File: config.mk
export PLATFORM = sky130hd
export DESIGN_NAME = balun_lpf_tdm
export DESIGN_NICKNAME = d
export VERILOG_FILES = /design/src/rtl/balun_lpf_pkg.sv /design/src/rtl/balun_lpf_tdm_section.sv /design/src/rtl/balun_lpf_tdm.sv
export SDC_FILE = /design/constraint.sdc
export NUM_CORES = 1
export LEC_CHECK = 0
export BUFFER_PORTS_ARGS = -buffer_cell sky130_fd_sc_hd__buf_4
export CORE_MARGIN = 2
export CORE_UTILIZATION = 55
export CTS_BUF_LIST = sky130_fd_sc_hd__clkbuf_4
export DETAILED_ROUTE_END_ITERATION = 12
export MAX_ROUTING_LAYER = met4
export PLACE_DENSITY_LB_ADDON = 0.25
export SLEW_MARGIN = 10
export SYNTH_ARGS = -nofsm -noshare
export SYNTH_HDL_FRONTEND = slang
export SYNTH_SLANG_ARGS = --single-unit
File: constraint.sdc
create_clock -name clk -period 13.9 [get_ports clk]
set_input_delay 0.695 -clock clk [delete_from_list [all_inputs] [get_ports clk]]
set_output_delay 0.695 -clock clk [all_outputs]
set_load 0.01 [all_outputs]
File: src/rtl/balun_lpf_pkg.sv
// balun_lpf_pkg: FSM encoding and fixed-point rounding/saturation helpers for balun_lpf_tdm
package balun_lpf_pkg;
  localparam int MAX_STAGES = 8;
  typedef enum logic [1:0] {S_IDLE, S_DIFF, S_STAGE, S_HOLD} fsm_state_e;
  function automatic logic signed [63:0] round_half_up(input logic signed [63:0] v, input int sh);
    return (v + (64'sd1 <<< (sh - 1))) >>> sh;
  endfunction
  function automatic logic signed [63:0] sat_to_w(input logic signed [63:0] v, input int w);
    logic signed [63:0] lim;
    lim = 64'sd1 <<< (w - 1);
    return (v >= lim) ? lim - 64'sd1 : (v < -lim) ? -lim : v;
  endfunction
endpackage

File: src/rtl/balun_lpf_tdm_section.sv
// lpf_iir_section: one first-order low-pass update s + ((x - s) >>> SHIFT)
module lpf_iir_section #(
  parameter int W     = 18,
  parameter int SHIFT = 2
) (
  input  logic signed [W-1:0] i_x,
  input  logic signed [W-1:0] i_s,
  output logic signed [W-1:0] o_s_next
);
  logic signed [W:0] w_diff;
  assign w_diff   = (W+1)'(i_x) - (W+1)'(i_s);
  assign o_s_next = i_s + W'(w_diff >>> SHIFT);
endmodule

File: src/rtl/balun_lpf_tdm.sv
// balun_lpf_tdm: TDM balun + cascaded IIR low-pass per channel; LPF_DC_PROBE_EN adds a per-channel DC mean probe
module balun_lpf_tdm
  import balun_lpf_pkg::*;
#(
  parameter int CHANNELS   = 2,
  parameter int DATA_W     = 16,
  parameter int STAGES     = 3,
  parameter int SHIFT      = 2,
  parameter int PROBE_LOG2 = 4,
  localparam int CW = CHANNELS > 1 ? $clog2(CHANNELS) : 1
) (
  input  logic                     clk,
  input  logic                     rst,
  input  logic                     in_valid,
  output logic                     in_ready,
  input  logic [CW-1:0]            in_chan,
  input  logic signed [DATA_W-1:0] in_p,
  input  logic signed [DATA_W-1:0] in_n,
  output logic                     out_valid,
  input  logic                     out_ready,
  output logic [CW-1:0]            out_chan,
  output logic signed [DATA_W-1:0] out_data,
  output logic                     chan_err,
  input  logic                     clr_chan,
  input  logic [CW-1:0]            clr_idx
`ifdef LPF_DC_PROBE_EN
  ,
  input  logic [CW-1:0]            probe_idx,
  output logic signed [DATA_W-1:0] probe_mean,
  output logic                     probe_vld
`endif
);
  localparam int KW = STAGES > 1 ? $clog2(STAGES) : 1;
  localparam int SW = DATA_W + SHIFT;
  if (STAGES < 1 || STAGES > MAX_STAGES || SHIFT < 1 || SHIFT > 8 || PROBE_LOG2 < 1) begin : g_bad_cfg
    $error("balun_lpf_tdm: parameter out of range");
  end
  fsm_state_e r_st, w_nxt;
  logic [KW-1:0] r_k;
  logic [CW-1:0] r_ch, r_oc;
  logic signed [DATA_W-1:0] r_p, r_n, r_out;
  logic signed [SW-1:0] r_x, w_s_cur, w_s_nxt;
  logic signed [SW-1:0] r_s [CHANNELS][STAGES];
  logic signed [DATA_W:0] w_dw;
  logic r_rdy, r_err, w_cap, w_ok, w_last, w_hs;
  logic [CHANNELS-1:0] r_clr, w_clr_hit, w_clr;
  assign w_cap   = in_valid && r_rdy;
  assign w_ok    = 32'(in_chan) < CHANNELS;
  assign w_last  = r_k == KW'(STAGES - 1);
  assign w_hs    = r_st == S_HOLD && out_ready;
  assign w_dw    = (DATA_W+1)'(r_p) - (DATA_W+1)'(r_n);
  assign w_s_cur = r_s[r_ch][r_k];
  assign w_clr   = r_clr | w_clr_hit;
  always_comb begin
    for (int c = 0; c < CHANNELS; c++) w_clr_hit[c] = clr_chan && 32'(clr_idx) == c;
  end
  lpf_iir_section #(.W(SW), .SHIFT(SHIFT)) u_sec (
    .i_x(r_x), .i_s(w_s_cur), .o_s_next(w_s_nxt)
  );
  always_comb begin
    w_nxt = r_st;
    case (r_st)
      S_IDLE:  w_nxt = (w_cap && w_ok) ? S_DIFF : S_IDLE;
      S_DIFF:  w_nxt = S_STAGE;
      S_STAGE: w_nxt = w_last ? S_HOLD : S_STAGE;
      S_HOLD:  w_nxt = out_ready ? S_IDLE : S_HOLD;
      default: w_nxt = S_IDLE;
    endcase
  end
  always_ff @(posedge clk) r_st <= rst ? S_IDLE : w_nxt;
  always_ff @(posedge clk) begin
    if (rst) begin
      r_rdy <= 1'b0;
      r_err <= 1'b0;
      r_k   <= '0;
      r_ch  <= '0;
      r_oc  <= '0;
      r_p   <= '0;
      r_n   <= '0;
      r_x   <= '0;
      r_out <= '0;
      r_clr <= '0;
      for (int c = 0; c < CHANNELS; c++)
        for (int k = 0; k < STAGES; k++) r_s[c][k] <= '0;
    end else begin
      r_rdy <= w_nxt == S_IDLE;
      r_err <= w_cap && !w_ok;
      r_clr <= (r_st == S_IDLE) ? '0 : w_clr;
      if (w_cap && w_ok) begin
        r_ch <= in_chan;
        r_p  <= in_p;
        r_n  <= in_n;
      end
      if (r_st == S_DIFF) begin
        r_x <= SW'(w_dw >>> 1) <<< SHIFT;
        r_k <= '0;
      end
      if (r_st == S_STAGE) begin
        r_s[r_ch][r_k] <= w_s_nxt;
        r_x <= w_s_nxt;
        r_k <= r_k + KW'(1);
        if (w_last) begin
          r_out <= DATA_W'(sat_to_w(round_half_up(64'(w_s_nxt), SHIFT), DATA_W));
          r_oc  <= r_ch;
        end
      end
      // Clears only land while idle, so an in-flight sample never sees its state vanish mid-cascade
      if (r_st == S_IDLE)
        for (int c = 0; c < CHANNELS; c++)
          if (w_clr[c])
            for (int k = 0; k < STAGES; k++) r_s[c][k] <= '0;
    end
  end
  assign in_ready  = r_rdy;
  assign out_valid = r_st == S_HOLD;
  assign out_data  = r_out;
  assign out_chan  = r_oc;
  assign chan_err  = r_err;
`ifdef LPF_DC_PROBE_EN
  localparam int AW = DATA_W + PROBE_LOG2;
  logic signed [AW-1:0] r_acc [CHANNELS];
  logic [PROBE_LOG2-1:0] r_cnt [CHANNELS];
  logic signed [DATA_W-1:0] r_mean [CHANNELS];
  logic [CHANNELS-1:0] r_pv;
  logic signed [AW-1:0] w_sum;
  logic w_pok;
  assign w_sum      = r_acc[r_oc] + AW'(r_out);
  assign w_pok      = 32'(probe_idx) < CHANNELS;
  assign probe_mean = w_pok ? r_mean[probe_idx] : '0;
  assign probe_vld  = w_pok && r_pv[probe_idx];
  always_ff @(posedge clk) begin
    if (rst) begin
      r_pv <= '0;
      for (int c = 0; c < CHANNELS; c++) begin
        r_acc[c]  <= '0;
        r_cnt[c]  <= '0;
        r_mean[c] <= '0;
      end
    end else if (w_hs) begin
      r_acc[r_oc] <= (&r_cnt[r_oc]) ? '0 : w_sum;
      r_cnt[r_oc] <= r_cnt[r_oc] + PROBE_LOG2'(1);
      if (&r_cnt[r_oc]) begin
        r_mean[r_oc] <= w_sum[AW-1:PROBE_LOG2];
        r_pv[r_oc]   <= 1'b1;
      end
    end else if (r_st == S_IDLE) begin
      for (int c = 0; c < CHANNELS; c++)
        if (w_clr[c]) begin
          r_acc[c]  <= '0;
          r_cnt[c]  <= '0;
          r_mean[c] <= '0;
          r_pv[c]   <= 1'b0;
        end
    end
  end
`endif
endmodule
[Yosys cells after proc, flatten, opt, wreduce, memory -nomap -nowiden]
Memories as Yosys holds them, arrays and structs flattened. A register that Yosys moved wholly into a read port is not among the register bits.
Index checks and enable logic that the tools add are counted.
Word-level totals
  flip-flop bits (word level): 75
  memory bits (writable): 108
  bits of input ports: 39
  logic and storage cells: 82
  memories: 1
Operators by class
  $add $sub $neg: 5
  order comparisons: 4
  equal/unequal tests: 4
  muxes and demuxes: 39
  bitwise operators: 9
  reductions and logical operators: 10
Memory list
  r_s: depth 2, width 54, read ports 1, clocked after Yosys merged registers in 1, wr ports 2, line balun_lpf_tdm.sv:43  | logic signed [SW-1:0] r_s [CHANNELS][STAGES];
Operators with widths (number)
  18-bit 2-to-1 mux: 11
  54-bit 2-to-1 mux: 3
  54-bit OR reduction: 1
  18-bit binary-select mux with 2-bit select: 1
  18-bit demux with 2-bit select: 1
  16-bit 2-to-1 mux: 2
  18-bit by 3-bit adder with 19-bit output (second input constant): 1
  18-bit by 18-bit subtractor with 19-bit output: 1
  18-bit by 17-bit adder with 18-bit output: 1
  17-bit greater-or-equal comparator (second input constant): 1
  17-bit by 16-bit < comparator with 1-bit output (second input constant): 1
  1-bit 2-to-1 mux: 17
  16-bit by 16-bit subtractor with 17-bit output: 1
  2-bit one-hot mux with 4 select lines: 1
  2-bit equality test (second input constant): 3
  2-bit 2-to-1 mux: 3
  1-bit bitwise OR: 6
  1-bit logical AND: 4
  2-bit logical NOT: 2
  3-bit greater-or-equal comparator (second input constant): 1
  3-bit by 1-bit < comparator with 1-bit output (second input constant): 1
  2-bit NOT with 3-bit output: 1
  2-bit by 1-bit adder with 2-bit output (second input constant): 1
  2-bit by 1-bit equality test with 1-bit output (second input constant): 1
  other kinds (5): 5

[Longest topological paths before layout]
  depth in word-level cells: 10
  gate-level depth with buffers: 28
  depth with buffers taken out: 24

[Hierarchy]
Synthesis repeated with hierarchy kept, for this count alone.
Unflattened totals
  cell total of the unflattened synthesis: 1090
  area, all modules: 10711.5 um2
By module, submodules not included
  balun_lpf_tdm: instances 1, cells an instance 853, area an instance 8914.8 um2, seq. area each 4764.6 um2
  lpf_iir_section: instances 1, cells an instance 237, area an instance 1796.7 um2, seq. area each 0.0 um2

[Least setup slack after synthesis]
OpenSTA, ideal clock, no wires.
  path type: reg-to-reg
  start point: reg (tool-made name)
  end point: reg r_out[11] (netlist: out_data[11])
  library setup time: 0.088 ns
  arrival time: 6.333 ns
  required time: 13.812 ns
  slack: 7.478 ns
  cell stages (with the launch flop): 27
  clock period less this slack: 6.422 ns
  path through: dfxtp_1 -> buf_2 -> buf_1 -> clkbuf_1 -> mux2i_1 -> nor2_1 -> a21oi_1 -> ha_1 -> nand3_1 -> o21ai_0 -> o31a_1 -> o21a_1 -> o21a_1 -> nor2_1 -> xnor2_1 -> ha_1 -> and3_1 -> and3_1 -> a221oi_2 -> nor2_1 -> xnor2_1 -> or3_1 -> or3_4 -> a2111oi_4 -> o21ai_2 -> buf_6 -> a311oi_2
RTL lines
  to (signal assigned): line balun_lpf_tdm.sv:103  | r_out <= DATA_W'(sat_to_w(round_half_up(64'(w_s_nxt), SHIFT), DATA_W));
  to (decl): line balun_lpf_tdm.sv:41  | logic signed [DATA_W-1:0] r_p, r_n, r_out;

==> impl_metrics.py <==
metrics = {
    "outcome": {
        "status": "completed",
    },
    "timing": {
        "min_period_over_period_pct": 50.0,
        "hold_viol_final": 0,
        "slew_viol_final": 0,
        "max_slew.worst_pin.slew_ns": 1.09,
        "fin_crit_ns": 6.94,
        "fmax_ghz": 0.144,
        "grt_setup_unrepaired": "no",
        "relSlewSlack_pct": 27.5,
        "setup_viol": 0,
        "skew_ns": 0.0300,
        "setup_tns_ns": 0,
    },
    "clock_tree": {
        "cts.clk_slew.worst_paths_ns": 0.18,
        "numCtsBuffers": 17,
        "cts-root-buf": "clkbuf_4",
        "cts_hold_buf": 0,
        "insertion_delay_ns": 0.60,
        "cts_tree": "yes",
        "cts_resized": 0,
        "clockBufferDepth": 2,
        "post_cts_buffers": 0,
        "htreeDepth": 4,
        "cts_sinks": 184,
    },
    "floorplan": {
        "die_y_um": 141,
        "pin_count": 59,
        "start_util_pct": 55.7,
        "die_w_um": 141,
        "rows": 50,
        "design.die.area_mm2": 0.0199,
        "core-area_mm2": 0.0186,
    },
    "layout": {
        "nFillCells": 1570,
        "final_layout_size_suffix_gt1_share_pct": 13.1,
        "final_nets": 1227,
        "syn2layout_area_growth_pct": 9.31,
        "final_cell_mix": "nor2_1, edfxtp_1, nand2_1, a21oi_1, dfxtp_1",
        "final_common_cell": "nor2_1",
    },
    "synthesis": {
        "synth_edf_count": 108,
        "yosys_warnings": 0,
        "ys_async_sr_fraction_pct": 0,
        "synth_cells": 1086,
        "syn_nets": 1185,
        "syn_area_mm2": 0.0103,
        "ys_ff_latch": 184,
        "synth-seq-area-share_pct": 46.1,
        "synth_area_per_cell_um2": 9.52,
        "yosysUniqueCellTypes": 68,
        "synthFlopType": "edfxtp_1",
    },
    "setup_path": {
        "endpoint_kind": "register",
        "startpoint_type": "register",
        "critical_path.top_delay_family": "compound AO/OA/AOI/OAI gates",
        "path_class": "register to register",
        "slowest_stage": "mux4_2",
        "critPathMaxFanout": 37,
        "critPathBufInv": 1,
        "cpPeakStageDelay_ns": 0.58,
        "worstPathRequired_ns": 14.36,
        "crit_chain": "buf_4, mux4_2, a21oi_1, ha_1, a21oi_1, o21ai_0, o31a_1, o21a_1, o21a_1, nor2_1, xnor2_1, ha_1, nand2_1, o21ai_0, a31o_2, xor2_1, o211ai_1, or3_1, nor4_2, a2111oi_4, o21ai_2, a311oi_1",
        "arrival_ns": 7.41,
    },
    "global_routing": {
        "grt_pass1_wl_um": 41200,
        "grt_overflow": 0,
        "grt_usage_pct": 27.6,
        "grt_pass1_vias": 7753,
        "grt_max_degree": 70,
        "antenna_found_initial": 1,
    },
    "min_path": {
        "worstHoldStart": "in_p[9]",
        "min_path_type": "input port to register",
    },
    "route": {
        "routed_wl_um": 26200,
        "dr.pass1.iters": 5,
        "wl_per_cell_um": 19.0,
        "viasPerCell": 5.99,
        "ant_nets": 0,
        "drt_iter0_markers": 640,
        "route.vias.total": 8240,
        "drc_errors": 0,
    },
    "placed_design": {
        "gp_congestion": 0.910,
        "place_hpwl_um": 18300,
        "io_buffer_count": 57,
    },
    "run": {
        "max_cap_viol_count": 0,
    },
}
## worst register-to-register path: cells and delay by family (launching register included)
family / cells / cell delay, ns
AO/OA/AOI/OAI: 12 / 2.99
XOR/XNOR: 2 / 0.47
adder cells (fa/ha/maj): 2 / 0.70
buffers and inverters: 1 / 0.54
flip-flops: 1 / 0.35
multiplexers: 1 / 0.62
AND/OR/NAND/NOR: 4 / 1.16
## final timing paths
kind                                    to  slack, ns  depth (start not counted)
setup reg to reg  out_data[3]$_SDFFE_PP0P_       6.96                         22
hold reg to reg        r_n[8]$_SDFFE_PP0P_       0.47                          2
hold / removal         r_p[9]$_SDFFE_PP0P_       0.31                          3
setup / recovery  out_data[3]$_SDFFE_PP0P_       6.96                         22
## cells by family after synthesis
group / count (synthesis) / share of synthesized area [%]
AND/OR/NAND/NOR: 412 / 17.4
AO/OA/AOI/OAI: 231 / 14.6
flip-flops: 184 / 46.1
buffers and inverters: 104 / 3.92
adder cells (fa/ha/maj): 60 / 7.40
XOR/XNOR: 55 / 4.73
multiplexers: 39 / 5.86
other: 1 / 0.0363
## cells in the mapped netlist (3+ instances only)
cell,count,area (µm²)
nor3_1,24,120
or3_1,11,68.8
o22ai_1,3,18.8
a31o_2,3,26.3
o21a_1,6,45.0
a21oi_1,98,490
o211ai_1,10,75.1
a211oi_1,20,150
nor2_1,194,728
edfxtp_1,108,3240
nand2_1,107,402
a211o_1,4,35.0
dfxtp_1,76,1520
a41oi_1,3,26.3
or2_2,9,56.3
and3_1,6,37.5
a31oi_1,8,50.1
and2_1,4,25.0
xnor2_1,31,272
clkbuf_1,40,150
mux4_2,17,383
mux2i_1,20,200
nand3_1,18,90.1
ha_1,58,726
a21o_1,14,105
xor2_1,23,201
inv_1,52,195
a311oi_1,9,78.8
nor2b_1,11,68.8
nand2b_1,14,87.6
buf_1,6,22.5
o21ai_0,29,145
## layer usage
layer	vias up	part of all wire [%]	global-route usage [%]
met2	372	45	41.2
met3	68	8.0	5.77
met1	3856	43	37.1
met5	-	0	-
li1	3944	-	-
met4	0	3.7	11.3
## state kept, by name, indices dropped and copies added (netlist names), named ones only
name      count
r_s         108
r_x          18
out_data     16
r_n          16
r_p          16
r_clr         2
r_k           2
r_st          2
in_ready      1
out_chan      1
r_ch          1
## per-stage QoR
step                instance area, µm²  util (%)  std cells  worst slack, ns  hold slack [ns]
CTS                              11300      60.8       1375             7.02            0.284
detailed placement               11000      59.1       1343             7.03            0.446
floorplan                        10300         -       1086             7.48            0.432
global placement                 11000      59.1       1343             7.12            0.440
finish                           11300      60.8       1376             6.96            0.313
global route                     11300      60.8       1376             6.52            0.281
## area by class of cell
cell class	instances	area, µm²	share of cell area [%]
Antenna cell	1	2.50	0.0221
Multi-Input combinational cell	798	5170	45.8
Inverter	53	199	1.76
Sequential cell	184	4770	42.2
Tap cell	234	293	2.59
Clock inverter	14	183	1.62
Timing Repair Buffer	74	556	4.91
Clock buffer	18	135	1.20
Power is left out: the tool's default activity adds up to more than one toggle a clock period on the data nets, which glitch-free logic cannot reach.
